--- src/rtl/mem_arb_pkg.sv ---
// Shared encodings for the two-port memory arbiter: FSM states and access owner.
package mem_arb_pkg;

   typedef enum logic [1:0] {
      IDLE   = 2'd0,
      ACCESS = 2'd1,
      RESP   = 2'd2
   } arb_state_e;

   typedef enum logic {
      OWN_IF = 1'b0,
      OWN_LS = 1'b1
   } owner_e;

endpackage

--- src/rtl/arb_starve_ctr.sv ---
// Counts consecutive contested LS wins; raises force_if_o once IF has lost STARVE_MAX times.
module arb_starve_ctr #(
   parameter int unsigned STARVE_MAX = 4
) (
   input  logic clk,
   input  logic reset,
   input  logic contested_i,
   input  logic if_win_i,
   output logic force_if_o
);

   localparam int unsigned CW = $clog2(STARVE_MAX + 1);

   logic [CW-1:0] cnt_q, cnt_d;

   always_comb begin
      cnt_d = cnt_q;
      if (if_win_i)
         cnt_d = '0;
      else if (contested_i && (cnt_q != CW'(STARVE_MAX)))
         cnt_d = cnt_q + CW'(1);
   end

   always_ff @(posedge clk or negedge reset) begin
      if (!reset) cnt_q <= '0;
      else        cnt_q <= cnt_d;
   end

   assign force_if_o = (cnt_q == CW'(STARVE_MAX));

endmodule

--- src/rtl/mem_port_arbiter.sv ---
// Serialises IF fetches and LS loads/stores onto one single-port RAM, holding the
// RAM controls stable for RAM_LAT cycles, with LS priority and IF starvation relief.
module mem_port_arbiter
   import mem_arb_pkg::*;
#(
   parameter int unsigned ADDR_W     = 32,
   parameter int unsigned DATA_W     = 32,
   parameter int unsigned RAM_LAT    = 1,
   parameter int unsigned STARVE_MAX = 4
) (
   input  logic              clk,
   input  logic              reset,
   input  logic              if_req,
   input  logic [ADDR_W-1:0] if_addr,
   output logic              if_gnt,
   output logic [DATA_W-1:0] if_rdata,
   output logic              if_rvalid,
   input  logic              ls_req,
   input  logic              ls_we,
   input  logic [ADDR_W-1:0] ls_addr,
   input  logic [DATA_W-1:0] ls_wdata,
   output logic              ls_gnt,
   output logic [DATA_W-1:0] ls_rdata,
   output logic              ls_rvalid,
   output logic [ADDR_W-1:0] ram_location,
   output logic [DATA_W-1:0] ram_wdata,
   output logic              ram_re,
   output logic              ram_we,
   input  logic [DATA_W-1:0] ram_rdata,
   output logic              stall_if,
   output logic              stall_mem
);

   localparam int unsigned LW = (RAM_LAT > 1) ? $clog2(RAM_LAT) : 1;

   arb_state_e        state_q, state_d;
   owner_e            owner_q, owner_d;
   logic [ADDR_W-1:0] addr_q, addr_d;
   logic [DATA_W-1:0] wdata_q, wdata_d;
   logic              we_q, we_d;
   logic [LW-1:0]     lat_q, lat_d;
   logic [DATA_W-1:0] if_rdata_q, if_rdata_d;
   logic [DATA_W-1:0] ls_rdata_q, ls_rdata_d;

   logic in_idle, win_if, force_if;

   assign in_idle = (state_q == IDLE);
   // LS has priority unless the starvation counter has saturated.
   assign win_if  = if_req & (~ls_req | force_if);

   arb_starve_ctr #(.STARVE_MAX(STARVE_MAX)) u_starve (
      .clk         (clk),
      .reset       (reset),
      .contested_i (in_idle & if_req & ls_req),
      .if_win_i    (in_idle & win_if),
      .force_if_o  (force_if)
   );

   always_comb begin
      state_d    = state_q;
      owner_d    = owner_q;
      addr_d     = addr_q;
      wdata_d    = wdata_q;
      we_d       = we_q;
      lat_d      = lat_q;
      if_rdata_d = if_rdata_q;
      ls_rdata_d = ls_rdata_q;
      case (state_q)
         IDLE: begin
            if (if_req || ls_req) begin
               state_d = ACCESS;
               owner_d = win_if ? OWN_IF : OWN_LS;
               addr_d  = win_if ? if_addr : ls_addr;
               we_d    = ~win_if & ls_we;
               wdata_d = win_if ? '0 : ls_wdata;
               lat_d   = LW'(RAM_LAT - 1);
            end
         end
         ACCESS: begin
            if (lat_q == '0) begin
               state_d = RESP;
               if (!we_q) begin
                  if (owner_q == OWN_IF) if_rdata_d = ram_rdata;
                  else                   ls_rdata_d = ram_rdata;
               end
            end else begin
               lat_d = lat_q - LW'(1);
            end
         end
         RESP:    state_d = IDLE;
         default: state_d = IDLE;
      endcase
   end

   always_ff @(posedge clk or negedge reset) begin
      if (!reset) begin
         state_q    <= IDLE;
         owner_q    <= OWN_IF;
         addr_q     <= '0;
         wdata_q    <= '0;
         we_q       <= 1'b0;
         lat_q      <= '0;
         if_rdata_q <= '0;
         ls_rdata_q <= '0;
      end else begin
         state_q    <= state_d;
         owner_q    <= owner_d;
         addr_q     <= addr_d;
         wdata_q    <= wdata_d;
         we_q       <= we_d;
         lat_q      <= lat_d;
         if_rdata_q <= if_rdata_d;
         ls_rdata_q <= ls_rdata_d;
      end
   end

   logic in_access, first_access;
   assign in_access    = (state_q == ACCESS);
   // The latency counter is still at its load value only in the first ACCESS cycle.
   assign first_access = in_access && (lat_q == LW'(RAM_LAT - 1));

   assign if_gnt       = first_access && (owner_q == OWN_IF);
   assign ls_gnt       = first_access && (owner_q == OWN_LS);
   assign if_rvalid    = (state_q == RESP) && (owner_q == OWN_IF);
   assign ls_rvalid    = (state_q == RESP) && (owner_q == OWN_LS);
   assign ram_re       = in_access & ~we_q;
   assign ram_we       = in_access & we_q;
   assign ram_location = addr_q;
   assign ram_wdata    = wdata_q;
   assign if_rdata     = if_rdata_q;
   assign ls_rdata     = ls_rdata_q;
   assign stall_if     = if_req & ~if_rvalid;
   assign stall_mem    = ls_req & ~ls_rvalid;

endmodule

--- config.mk ---
export PLATFORM = sky130hd
export DESIGN_NAME = mem_port_arbiter
export DESIGN_NICKNAME = d
export VERILOG_FILES = /design/src/rtl/mem_arb_pkg.sv /design/src/rtl/arb_starve_ctr.sv /design/src/rtl/mem_port_arbiter.sv
export SDC_FILE = /design/constraint.sdc
export NUM_CORES = 1
export LEC_CHECK = 0
export CAP_MARGIN = 20
export CORE_MARGIN = 1
export CORE_UTILIZATION = 42
export CTS_BUF_LIST = sky130_fd_sc_hd__clkbuf_4 sky130_fd_sc_hd__clkbuf_8
export CTS_CLUSTER_DIAMETER = 50
export CTS_CLUSTER_SIZE = 14
export DETAILED_ROUTE_END_ITERATION = 10
export PLACE_DENSITY = 0.82
export SETUP_SLACK_MARGIN = 0.05
export SLEW_MARGIN = 10
export SYNTH_ARGS = -nofsm -noshare
export SYNTH_HDL_FRONTEND = slang
export SYNTH_SLANG_ARGS = --single-unit
--- constraint.sdc ---
create_clock -name clk -period 4.6 [get_ports clk]
set_input_delay 0.92 -clock clk [delete_from_list [all_inputs] [get_ports clk]]
set_output_delay 0.92 -clock clk [all_outputs]
set_load 0.02 [all_outputs]
# [Word-level counts from Yosys, hierarchy flattened]
# Cells that the tools add are included.
[word_totals] ff_bits=136 elab_cells=60
[op_classes] bitwise_logic=17 addsub=2 mux=11 n_reduce_logical=15 n_eq_ne=6
[op_table] cell="2-to-1 mux 32 bit" n=2
[op_table] cell="bitwise AND 1 bit" n=9
[op_table] cell="AND reduction 4 bit" n=2
[op_table] cell="inverter 1 bit" n=7
[op_table] cell="logical AND 1 bit" n=6
[op_table] cell="2-to-1 mux 3 bit" n=2
[op_table] cell="AND reduction 2 bit" n=3
[op_table] cell="2-to-1 mux 2 bit" n=2
[op_table] cell="one-hot mux 2 bit (2 select lines)" n=1
[op_table] cell="nonzero test 2 bit" n=2
[op_table] cell="adder 3 x 1 -> 3 bit (second input constant)" n=1
[op_table] cell="equality test 3 bit (second input constant)" n=1
[op_table] cell="2-to-1 mux 1 bit" n=3
[op_table] cell="!= test 3 bit (second input constant)" n=1
[op_table] cell="equality test 2 x 1 -> 1 bit (second input constant)" n=1
[op_table] cell="equality test 2 bit (second input constant)" n=1
[op_table] cell="logical NOT 2 bit" n=1
[op_table] cell="!= test 2 x 1 -> 1 bit (second input constant)" n=1
[op_table] cell="!= test 2 bit (second input constant)" n=1
[op_table] cell="one-hot mux 1 bit (2 select lines)" n=1
[op_table] cell="logical OR 1 bit" n=1
[op_table] cell="bitwise OR 1 bit" n=1
[op_table] cell="subtractor 1 bit (second input constant)" n=1

# [Longest topological paths before layout]
# Gate-level depths: netlist (run 1).
[logic_depth] word_depth=6 mapped_depth=8 ltp_nobuf=5

# [Cells and area by module]
# From an unflattened synthesis (run 1), not the netlist that was laid out.
[hier_totals] hier_cells=434 hier_area_um2=5561.6
[modules_own_cells] mod="mem_port_arbiter" seq_area_each_um2=3303.2 cells_per_inst=416 instances=1 area_each_um2=5363.9
[modules_own_cells] mod="arb_starve_ctr" seq_area_each_um2=75.1 cells_per_inst=18 instances=1 area_each_um2=197.7

# [Worst setup path before layout (run 1)]
# OpenSTA, ideal clock, no wires.
[synth_timing] path_type="input to output" startpoint="in if_req" endpoint="out stall_if" n_path_buf=1 required_ns=3.680 stages=2 t_arrival_ns=1.403 slack_ns=2.277 cell_sequence="buf_2 -> nor2b_1"
[synth_via] elab_chain_cells=1
[synth_lines] element="start, declared" line_no="mem_port_arbiter.sv:13" text="input logic if_req,"
[synth_lines] element="bitwise AND 1 bit" line_no="mem_port_arbiter.sv:132" text="assign stall_if = if_req & ~if_rvalid;"
[synth_lines] element="end, declared" line_no="mem_port_arbiter.sv:30" text="output logic stall_if,"
# No other way between the ends.

# [Worst setup path in the final report (run 1)]
# Ends and elaborated chain as after synthesis.

==> results of run 1 <==
-- where the power goes --
part / internal [W] / total, W / switching, W
logic: 0.00167 / 0.00339 / 0.00172
clock network: 0.000580 / 0.00103 / 0.000450
registers: 0.00177 / 0.00212 / 0.000346
-- cell type report --
type	instances	share of cell area, %
Clock inverter	11	1.62
Multi-Input combinational cell	254	22.8
Tap cell	176	2.46
Clock buffer	21	3.09
Inverter	36	1.51
Sequential cell	135	37.8
Timing Repair Buffer	275	30.7
-- layer usage --
layer,GRT usage [%],wire length (µm),vias up
li1,-,-,2234
met1,26.8,6320,2338
met2,39.5,8040,268
met3,5.46,1180,41
met4,12.9,581,0
met5,0,0,-
-- registers in the layout, indices dropped and copies added, names as in the netlist --
name / count
if_rdata: 32
ls_rdata: 32
ram_location: 32
ram_wdata: 32
u_starve.cnt_q: 3
state_q: 2
owner_q: 1
we_q: 1
-- kinds of logic after synthesis --
| family | synth area share [%] |
|---|---|
| buffers and inverters | 6.09 |
| AO/OA/AOI/OAI | 10.7 |
| multiplexers | 12.7 |
| adder cells (fa/ha/maj) | 0.435 |
| AND/OR/NAND/NOR | 11.3 |
| flip-flops | 58.7 |
-- synth_stat cells --
| library cell | number |
|---|---|
| sky130_fd_sc_hd__a21bo_2 | 1 |
| sky130_fd_sc_hd__a21oi_1 | 2 |
| sky130_fd_sc_hd__a22o_1 | 2 |
| sky130_fd_sc_hd__and2_1 | 3 |
| sky130_fd_sc_hd__and3b_1 | 1 |
| sky130_fd_sc_hd__buf_1 | 3 |
| sky130_fd_sc_hd__buf_2 | 13 |
| sky130_fd_sc_hd__buf_4 | 8 |
| sky130_fd_sc_hd__clkbuf_1 | 21 |
| sky130_fd_sc_hd__dfrtp_1 | 135 |
| sky130_fd_sc_hd__ha_1 | 2 |
| sky130_fd_sc_hd__inv_1 | 35 |
| sky130_fd_sc_hd__inv_2 | 1 |
| sky130_fd_sc_hd__mux2_1 | 2 |
| sky130_fd_sc_hd__mux2_2 | 63 |
| sky130_fd_sc_hd__nand2_2 | 1 |
| sky130_fd_sc_hd__nand2b_1 | 2 |
| sky130_fd_sc_hd__nand3_1 | 65 |
| sky130_fd_sc_hd__nand4_1 | 32 |
| sky130_fd_sc_hd__nor2_1 | 4 |
| sky130_fd_sc_hd__nor2_2 | 1 |
| sky130_fd_sc_hd__nor2b_1 | 2 |
| sky130_fd_sc_hd__nor3_2 | 1 |
| sky130_fd_sc_hd__nor3b_1 | 1 |
| sky130_fd_sc_hd__nor3b_2 | 1 |
| sky130_fd_sc_hd__o221ai_1 | 32 |
| sky130_fd_sc_hd__o2bb2ai_1 | 34 |
| sky130_fd_sc_hd__or2_1 | 1 |
| sky130_fd_sc_hd__or3b_2 | 1 |
-- stage by stage --
| step | utilization (%) | setup WS [ps] | instance area, µm² | hold WS, ps | total power (W) |
|---|---|---|---|---|---|
| global placement | 64.0 | 1060 | 8500 | 470 | 0.00543 |
| floorplan | - | 2280 | 5750 | 500 | 0.00395 |
| finish | 67.3 | 1180 | 8950 | 493 | 0.00654 |
| detailed placement | 64.0 | 959 | 8500 | 475 | 0.00554 |
| CTS | 67.1 | 1190 | 8930 | 495 | 0.00659 |
| global route | 67.3 | 1120 | 8950 | 513 | 0.00689 |
-- path summary, 6_finish.rpt --
kind	end	depth (start not counted)
max	stall_if	4
min	ram_wdata[15]	1
max reg2reg	ram_location[4]	6
min reg2reg	ram_wdata[15]	1
max in group asynchronous	if_rdata[26]	2
min in group asynchronous	if_rdata[1]	1
==> impl_metrics.env, run 1 <==
export IMPL_drt_iter0_markers=267
export IMPL_nFillCells=973
export IMPL_count_of_cells_resized_by_post_cts_repair=0
export IMPL_synth_top_area_share_pct=58.7
export IMPL_run_status="completed"
export IMPL_cts_reportedPaths_clkPinSlew_ps=70
export IMPL_ys_warn_count=0
export IMPL_maxCapViolCount=0
export IMPL_endpoint_kind="output port"
export IMPL_die_height_um=119
export IMPL_worst_r2r_setup_slack_ps=2290
export IMPL_gr_usage_all_layers_pct=23.2
export IMPL_initial_util_pct=43.3
export IMPL_critical_path_slowest_cell="sky130_fd_sc_hd__clkdlybuf4s50_1"
export IMPL_final_max_slew_viol_count=0
export IMPL_final_net_count=854
export IMPL_root_buffer="sky130_fd_sc_hd__clkbuf_8"
export IMPL_postSynthRegisterBits=135
export IMPL_cts_post_setup_buffers_inserted=0
export IMPL_worstReg2RegStart="u_starve.cnt_q[0]"
export IMPL_worst_hold_startpoint="ram_wdata[15]"
export IMPL_synth_largest_area_cell="sky130_fd_sc_hd__dfrtp_1"
export IMPL_global_route_total_overflow=0
export IMPL_max_stage_delay_ps=610
export IMPL_timing_final_crit_share_pct=74.4
export IMPL_critical_path_top_delay_family="buffers and inverters"
export IMPL_areaGrowthSynthToFinish_pct=55.5
export IMPL_cts_sinks=135
export IMPL_unrepaired_setup_endpoints_after_global_routing="false"
export IMPL_synth_top_cells_by_area="sky130_fd_sc_hd__dfrtp_1 (59%), sky130_fd_sc_hd__mux2_2 (12%), sky130_fd_sc_hd__nand3_1 (5.7%), sky130_fd_sc_hd__o2bb2ai_1 (5.2%), sky130_fd_sc_hd__o221ai_1 (4.9%)"
export IMPL_tritoncts="yes"
export IMPL_setup_violations_final=0
export IMPL_max_freq_mhz=292
export IMPL_cts_max_path_buffers=2
export IMPL_dp_cells=875
export IMPL_worst_endpoint_arrival_ps=2500
export IMPL_clock_skew_final_ps=9.31
export IMPL_dpl_hpwl_um=11300
export IMPL_dr_pass1_iters=5
export IMPL_leakage_nw=3.67
export IMPL_mappedNetlistArea_mm2=0.00575
export IMPL_drt_vias_per_instance=5.38
export IMPL_worst_endpoint_required_ps=3680
export IMPL_final_cell_count_no_fill=908
export IMPL_timing_slew_headroom_pct=34.8
export IMPL_gp_routability_congestion=0.801
export IMPL_crit_path_start="if_req"
export IMPL_htree_levels=4
export IMPL_synth_avg_cell_area_um2=12.2
export IMPL_hold_viol=0
export IMPL_path_common_cell="sky130_fd_sc_hd__clkdlybuf4s50_1"
export IMPL_cts_inserted_buffers=17
export IMPL_number_of_global_route_vias_before_repair=4950
export IMPL_hp_class="reg2reg"
export IMPL_critical_path_n_buffers_inverters=3
export IMPL_design_portCount=269
export IMPL_grt_start_max_net_pins=111
export IMPL_antenna_violations_before_repair=0
export IMPL_multi_input_comb_area_mm2=0.00204
export IMPL_count_of_port_buffers_added_during_placement=268
export IMPL_critical_path_max_fanout=36
export IMPL_grt_pass1_wl_um=25100
export IMPL_postRouteAntennaNets=0
export IMPL_layout_cells_most_common="sky130_fd_sc_hd__clkdlybuf4s50_1"
export IMPL_powerDensity_mw_per_mm2=731
export IMPL_final_setup_tns_ps=0
export IMPL_wire_per_inst_um=17.8
export IMPL_final_min_clock_period_ps=3420
export IMPL_synth_lib_cells_used_distinct=29
export IMPL_post_synth_inst_count=470
export IMPL_yosysSeqAreaShare_pct=58.7
export IMPL_timing_worst_setup_path_type="in2out"
export IMPL_worstPathCellList="clkdlybuf4s50_1, buf_4, nor2b_1, clkdlybuf4s50_1"
export IMPL_ir_drop_v=0.000363
export IMPL_cts_hold_buf=0
export IMPL_row_cnt=42
export IMPL_area_sequential_mm2=0.00338
export IMPL_core_area_mm2=0.0133
export IMPL_die_w_um=119
export IMPL_layout_common_cells="sky130_fd_sc_hd__clkdlybuf4s50_1 (267), sky130_fd_sc_hd__dfrtp_1 (135), sky130_fd_sc_hd__nand3_1 (65)"
export IMPL_syn_num_nets=605
export IMPL_worst_pin_slew_ps=978
export IMPL_postRouteWirelength_um=16100
export IMPL_fp_dieArea_mm2=0.0142
export IMPL_antenna_cells=0
export IMPL_num_vias=4881
export IMPL_post_route_cells_drive_above_1_share_pct=15.3
export IMPL_clk_insertion_delay_late_ps=430
export IMPL_critical_path_startpoint_type="input port"
export IMPL_drc=0
No activity file was read; power rests on OpenSTA's default activity.
==> run 2, diff against run 1 <==
==> constraint.sdc (replaced) <==
create_clock -name clk -period 3.4 [get_ports clk]
set_input_delay 0.68 -clock clk [delete_from_list [all_inputs] [get_ports clk]]
set_output_delay 0.68 -clock clk [all_outputs]
set_load 0.02 [all_outputs]
==> impl_metrics.env, run 2 (same netlist as run 1, synthesis figures left out) <==
export IMPL_cts_sinks=135
export IMPL_gp_routability_congestion=0.798
export IMPL_gr_usage_all_layers_pct=24.1
export IMPL_setup_violations_final=0
export IMPL_design_portCount=269
export IMPL_worst_endpoint_required_ps=2720
export IMPL_dpl_hpwl_um=11800
export IMPL_wire_per_inst_um=18.3
export IMPL_drt_iter0_markers=249
export IMPL_cts_reportedPaths_clkPinSlew_ps=80
export IMPL_timing_final_crit_share_pct=80.4
export IMPL_root_buffer="sky130_fd_sc_hd__clkbuf_8"
export IMPL_clock_skew_final_ps=7.30
export IMPL_grt_start_max_net_pins=118
export IMPL_final_setup_tns_ps=0
export IMPL_cts_post_setup_buffers_inserted=0
export IMPL_max_freq_mhz=366
export IMPL_grt_pass1_wl_um=26400
export IMPL_die_w_um=119
export IMPL_timing_worst_setup_path_type="reg2out"
export IMPL_ir_drop_v=0.000443
export IMPL_hp_class="in2async"
export IMPL_timing_slew_headroom_pct=59.4
export IMPL_dp_worst_setup_slack_ps=728
export IMPL_postRouteWirelength_um=16800
export IMPL_run_status="completed"
export IMPL_post_route_cells_drive_above_1_share_pct=16.0
export IMPL_leakage_nw=3.71
export IMPL_unrepaired_setup_endpoints_after_global_routing="false"
export IMPL_maxCapViolCount=0
export IMPL_worst_r2r_setup_slack_ps=1410
export IMPL_cts_max_path_buffers=2
export IMPL_final_min_clock_period_ps=2730
export IMPL_antenna_cells=0
export IMPL_worst_pin_slew_ps=609
export IMPL_die_height_um=119
export IMPL_global_route_total_overflow=0
export IMPL_drt_vias_per_instance=5.44
export IMPL_drc=0
export IMPL_hold_viol=0
export IMPL_count_of_port_buffers_added_during_placement=268
export IMPL_count_of_cells_resized_by_post_cts_repair=0
export IMPL_dr_pass1_iters=5
export IMPL_critical_path_n_buffers_inverters=2
export IMPL_htree_levels=4
export IMPL_worstPathCellList="nand2b_1, inv_1, and2_1, clkdlybuf4s50_1"
export IMPL_critical_path_max_fanout=5
export IMPL_cts_hold_buf=0
export IMPL_endpoint_kind="output port"
export IMPL_cts_inserted_buffers=17
export IMPL_antenna_violations_before_repair=0
export IMPL_core_area_mm2=0.0133
export IMPL_critical_path_top_delay_family="buffers and inverters"
export IMPL_critical_path_startpoint_type="flip-flop"
export IMPL_postRouteAntennaNets=0
export IMPL_fp_dieArea_mm2=0.0142
export IMPL_final_net_count=860
export IMPL_layout_cells_most_common="sky130_fd_sc_hd__clkdlybuf4s50_1"
export IMPL_num_vias=4976
export IMPL_worst_endpoint_arrival_ps=2050
export IMPL_powerDensity_mw_per_mm2=1000
export IMPL_row_cnt=42
export IMPL_clk_insertion_delay_late_ps=430
export IMPL_max_stage_delay_ps=630
export IMPL_worst_slack_ps=666
export IMPL_final_max_slew_viol_count=0
export IMPL_initial_util_pct=43.3
export IMPL_critical_path_slowest_cell="sky130_fd_sc_hd__clkdlybuf4s50_1"
export IMPL_layout_common_cells="sky130_fd_sc_hd__clkdlybuf4s50_1 (267), sky130_fd_sc_hd__dfrtp_1 (135), sky130_fd_sc_hd__nand3_1 (65)"
export IMPL_number_of_global_route_vias_before_repair=5093
export IMPL_areaGrowthSynthToFinish_pct=57.1
export IMPL_tritoncts="yes"
## run 2: cell count changes in the layout (fill, tap and decap cells not counted), moves of 2 or more
cell,before,now
sky130_fd_sc_hd__buf_4,6,12
sky130_fd_sc_hd__clkinv_2,4,0
sky130_fd_sc_hd__clkbuf_4,2,0
sky130_fd_sc_hd__clkinvlp_4,0,2
sky130_fd_sc_hd__inv_6,3,5
sky130_fd_sc_hd__inv_8,0,2
## run 2: layout make-up
type / instances / area (µm²)
Clock buffer: 18 / 248
Clock inverter: 14 / 210
Fill cell: 1000 / 4260
Inverter: 36 / 135
Multi-Input combinational cell: 254 / 2040
Sequential cell: 135 / 3380
Tap cell: 176 / 220
Timing Repair Buffer: 281 / 2800
## run 2: through the flow
step,hold WS (ps),cell area [µm²],total power [W],std cells,utilization (%)
2_1_floorplan,384,5750,0.00534,470,-
3_3_place_gp,467,8550,0.00737,881,64.3
3_5_place_dp,476,8550,0.00753,881,64.3
4_1_cts,423,9010,0.00908,913,67.7
5_1_grt,208,9030,0.00949,914,68.0
6_report,199,9030,0.00903,914,68.0
## run 2: path summary, 6_finish.rpt
path | from | endpoint | cells past startpoint
setup / recovery | state_q[1] | ls_gnt | 4
min in group clk | ram_wdata[20] | ram_wdata[20] | 1
hold reg to reg | ram_wdata[20] | ram_wdata[20] | 1
hold / removal | reset | ls_rdata[8] | 1
setup reg to reg | state_q[0] | ram_location[5] | 5
max in group asynchronous | reset | ram_wdata[24] | 3
## run 2: where the power goes
part / total (W) / internal (W) / switching, W
sequential: 0.00288 / 0.00240 / 0.000480
combinational: 0.00463 / 0.00227 / 0.00236
clock: 0.00152 / 0.000842 / 0.000682
total: 0.00903 / 0.00551 / 0.00352
## run 2: per-layer routing
| layer | track usage [%] | part of all wire, % | wire [µm] |
|---|---|---|---|
| met1 | 29.0 | 39 | 6550 |
| met2 | 40.1 | 51 | 8490 |
| met3 | 5.56 | 6.7 | 1120 |
| met4 | 12.7 | 3.5 | 593 |
| met5 | 0 | 0 | 0 |
## run 2: worst reg2reg max path, delay by kind of cell, from the launching register on
family	cells	cell delay, ps
buf+inv	2	930
flops	1	450
simple gates	2	330
compound gates	1	200
==> run 3, diff against run 2 <==
--- a/config.mk
+++ b/config.mk
@@ -7,12 +7,12 @@
 export LEC_CHECK = 0
 export CAP_MARGIN = 20
 export CORE_MARGIN = 1
-export CORE_UTILIZATION = 42
+export CORE_UTILIZATION = 38
 export CTS_BUF_LIST = sky130_fd_sc_hd__clkbuf_4 sky130_fd_sc_hd__clkbuf_8
 export CTS_CLUSTER_DIAMETER = 50
 export CTS_CLUSTER_SIZE = 14
 export DETAILED_ROUTE_END_ITERATION = 10
-export PLACE_DENSITY = 0.82
+export PLACE_DENSITY = 0.78
 export SETUP_SLACK_MARGIN = 0.05
 export SLEW_MARGIN = 10
 export SYNTH_ARGS = -nofsm -noshare
==> constraint.sdc (replaced) <==
create_clock -name clk -period 2.4 [get_ports clk]
set_input_delay 0.48 -clock clk [delete_from_list [all_inputs] [get_ports clk]]
set_output_delay 0.48 -clock clk [all_outputs]
set_load 0.02 [all_outputs]
==> impl_metrics.env, run 3 (same netlist as run 1, synthesis figures left out) <==
export IMPL_gp_routability_congestion=0.769
export IMPL_die_w_um=125
export IMPL_fp_dieArea_mm2=0.0156
export IMPL_timing_slew_headroom_pct=59.5
export IMPL_wire_per_inst_um=18.1
export IMPL_htree_levels=4
export IMPL_initial_util_pct=39.3
export IMPL_cts_sinks=135
export IMPL_grt_pass1_wl_um=27500
export IMPL_row_cnt=44
export IMPL_leakage_nw=3.77
export IMPL_worst_r2r_setup_slack_ps=630
export IMPL_final_min_clock_period_ps=2300
export IMPL_unrepaired_setup_endpoints_after_global_routing="true"
export IMPL_layout_common_cells="sky130_fd_sc_hd__clkdlybuf4s50_1 (260), sky130_fd_sc_hd__dfrtp_1 (134), sky130_fd_sc_hd__nand3_1 (65)"
export IMPL_max_stage_delay_ps=630
export IMPL_areaGrowthSynthToFinish_pct=58.3
export IMPL_postRouteAntennaNets=0
export IMPL_critical_path_startpoint_type="flip-flop"
export IMPL_worstReg2RegStart="state_q[1]"
export IMPL_num_vias=4937
export IMPL_hold_viol=0
export IMPL_worstPathCellList="nor3b_2, nor2b_1, clkdlybuf4s50_1"
export IMPL_cts_post_setup_buffers_inserted=0
export IMPL_ff2ff_path_depth=4
export IMPL_timing_final_crit_share_pct=95.7
export IMPL_ir_drop_v=0.000771
export IMPL_utilization_pct=62.2
export IMPL_drc=38
export IMPL_layout_cells_most_common="sky130_fd_sc_hd__clkdlybuf4s50_1"
export IMPL_powerDensity_mw_per_mm2=1400
export IMPL_max_freq_mhz=436
export IMPL_groute_layer_met1_usage_pct=25.3
export IMPL_number_of_global_route_vias_before_repair=5320
export IMPL_worst_endpoint_required_ps=1920
export IMPL_maxCapViolCount=0
export IMPL_drt_iter0_markers=295
export IMPL_critical_path_slowest_cell="sky130_fd_sc_hd__clkdlybuf4s50_1"
export IMPL_final_net_count=863
export IMPL_worst_pin_slew_ps=607
export IMPL_clk_insertion_delay_late_ps=430
export IMPL_cts_max_path_buffers=2
export IMPL_dpl_hpwl_um=11900
export IMPL_final_max_slew_viol_count=0
export IMPL_core_area_mm2=0.0146
export IMPL_grt_most_used_layer="met2"
export IMPL_tritoncts="yes"
export IMPL_antenna_violations_before_repair=1
export IMPL_global_route_total_overflow=0
export IMPL_cts_inserted_buffers=17
export IMPL_dp_cells=892
export IMPL_final_cell_count_no_fill=926
export IMPL_globalRouteMet3Util_pct=7.15
export IMPL_grt_start_max_net_pins=76
export IMPL_setup_violations_final=0
export IMPL_cts_reportedPaths_clkPinSlew_ps=70
export IMPL_die_height_um=125
export IMPL_run_status="complete, but fails checks"
export IMPL_gr_usage_all_layers_pct=22.1
export IMPL_design_portCount=269
export IMPL_root_buffer="sky130_fd_sc_hd__clkbuf_8"
export IMPL_rr_endpoint="if_rdata[12]"
export IMPL_drt_vias_per_instance=5.33
export IMPL_critical_path_max_fanout=5
export IMPL_worst_endpoint_arrival_ps=1820
export IMPL_count_of_port_buffers_added_during_placement=268
export IMPL_endpoint_kind="output port"
export IMPL_endpoint="stall_if"
export IMPL_final_setup_tns_ps=0
export IMPL_crit_path_start="state_q[1]"
export IMPL_clock_skew_final_ps=10.7
export IMPL_failed_checks="DRC"
export IMPL_hp_class="in2async"
export IMPL_met2_track_demand_over_resource_pct=37.5
export IMPL_dr_pass1_iters=10
export IMPL_post_route_cells_drive_above_1_share_pct=16.6
export IMPL_timing_worst_setup_path_type="reg2out"
export IMPL_postRouteWirelength_um=16700
export IMPL_finalHoldWorstSlack_ps=491
==> run 3: report_power, final <==
group	switching (W)	internal, W
Clock	0.000874	0.00123
Combinational	0.00337	0.00325
Sequential	0.000632	0.00340
==> run 3: per-layer routing <==
metal,up-vias,wire length (µm)
li1,2251,-
met3,42,1360
met5,-,0
met4,0,598
met2,240,8220
met1,2404,6570
==> run 3: timing repair <==
| item | in CTS | in global routing |
|---|---|---|
| endpoints found under the hold margin | 27 | 0 |
| hold buffers | 1 | 0 |
| setup endpoints to repair | 7 | 4 |
| resized for setup | 7 | 3 |
==> run 3: through the flow <==
step | total power [W] | instance area [µm²] | setup WS [ps]
final | 0.0127 | 9100 | 104
after global routing | 0.0135 | 9100 | 0.0915
after CTS | 0.0129 | 9090 | 38.8
after detailed placement | 0.0107 | 8630 | 163
after global placement | 0.0105 | 8630 | 169
after floorplan | 0.00757 | 5750 | 667
==> run 3: worst min-delay path by stage <==
stage	end	slack [ps]
floorplan	if_rdata[0]	180
global placement	if_rdata[5]	370
detailed placement	ls_rdata[5]	370
CTS	ls_rdata[5]	470
global route	ls_rdata[5]	490
finish	ls_rdata[5]	490
==> run 3: final cells by class <==
type	count	area (µm²)
inverter	36	135
clock inverter	11	171
multi-input combinational	254	2050
clock buffer	21	283
timing repair buffer	284	2850
tap	184	230
fill	1145	5540
antenna	1	2.50
sequential	135	3380
==> run 3: critical path: cells and delay by family, from the launching register on <==
family,cells,cell delay (ps)
buf+inv,1,630
flops,1,440
simple gates,2,330
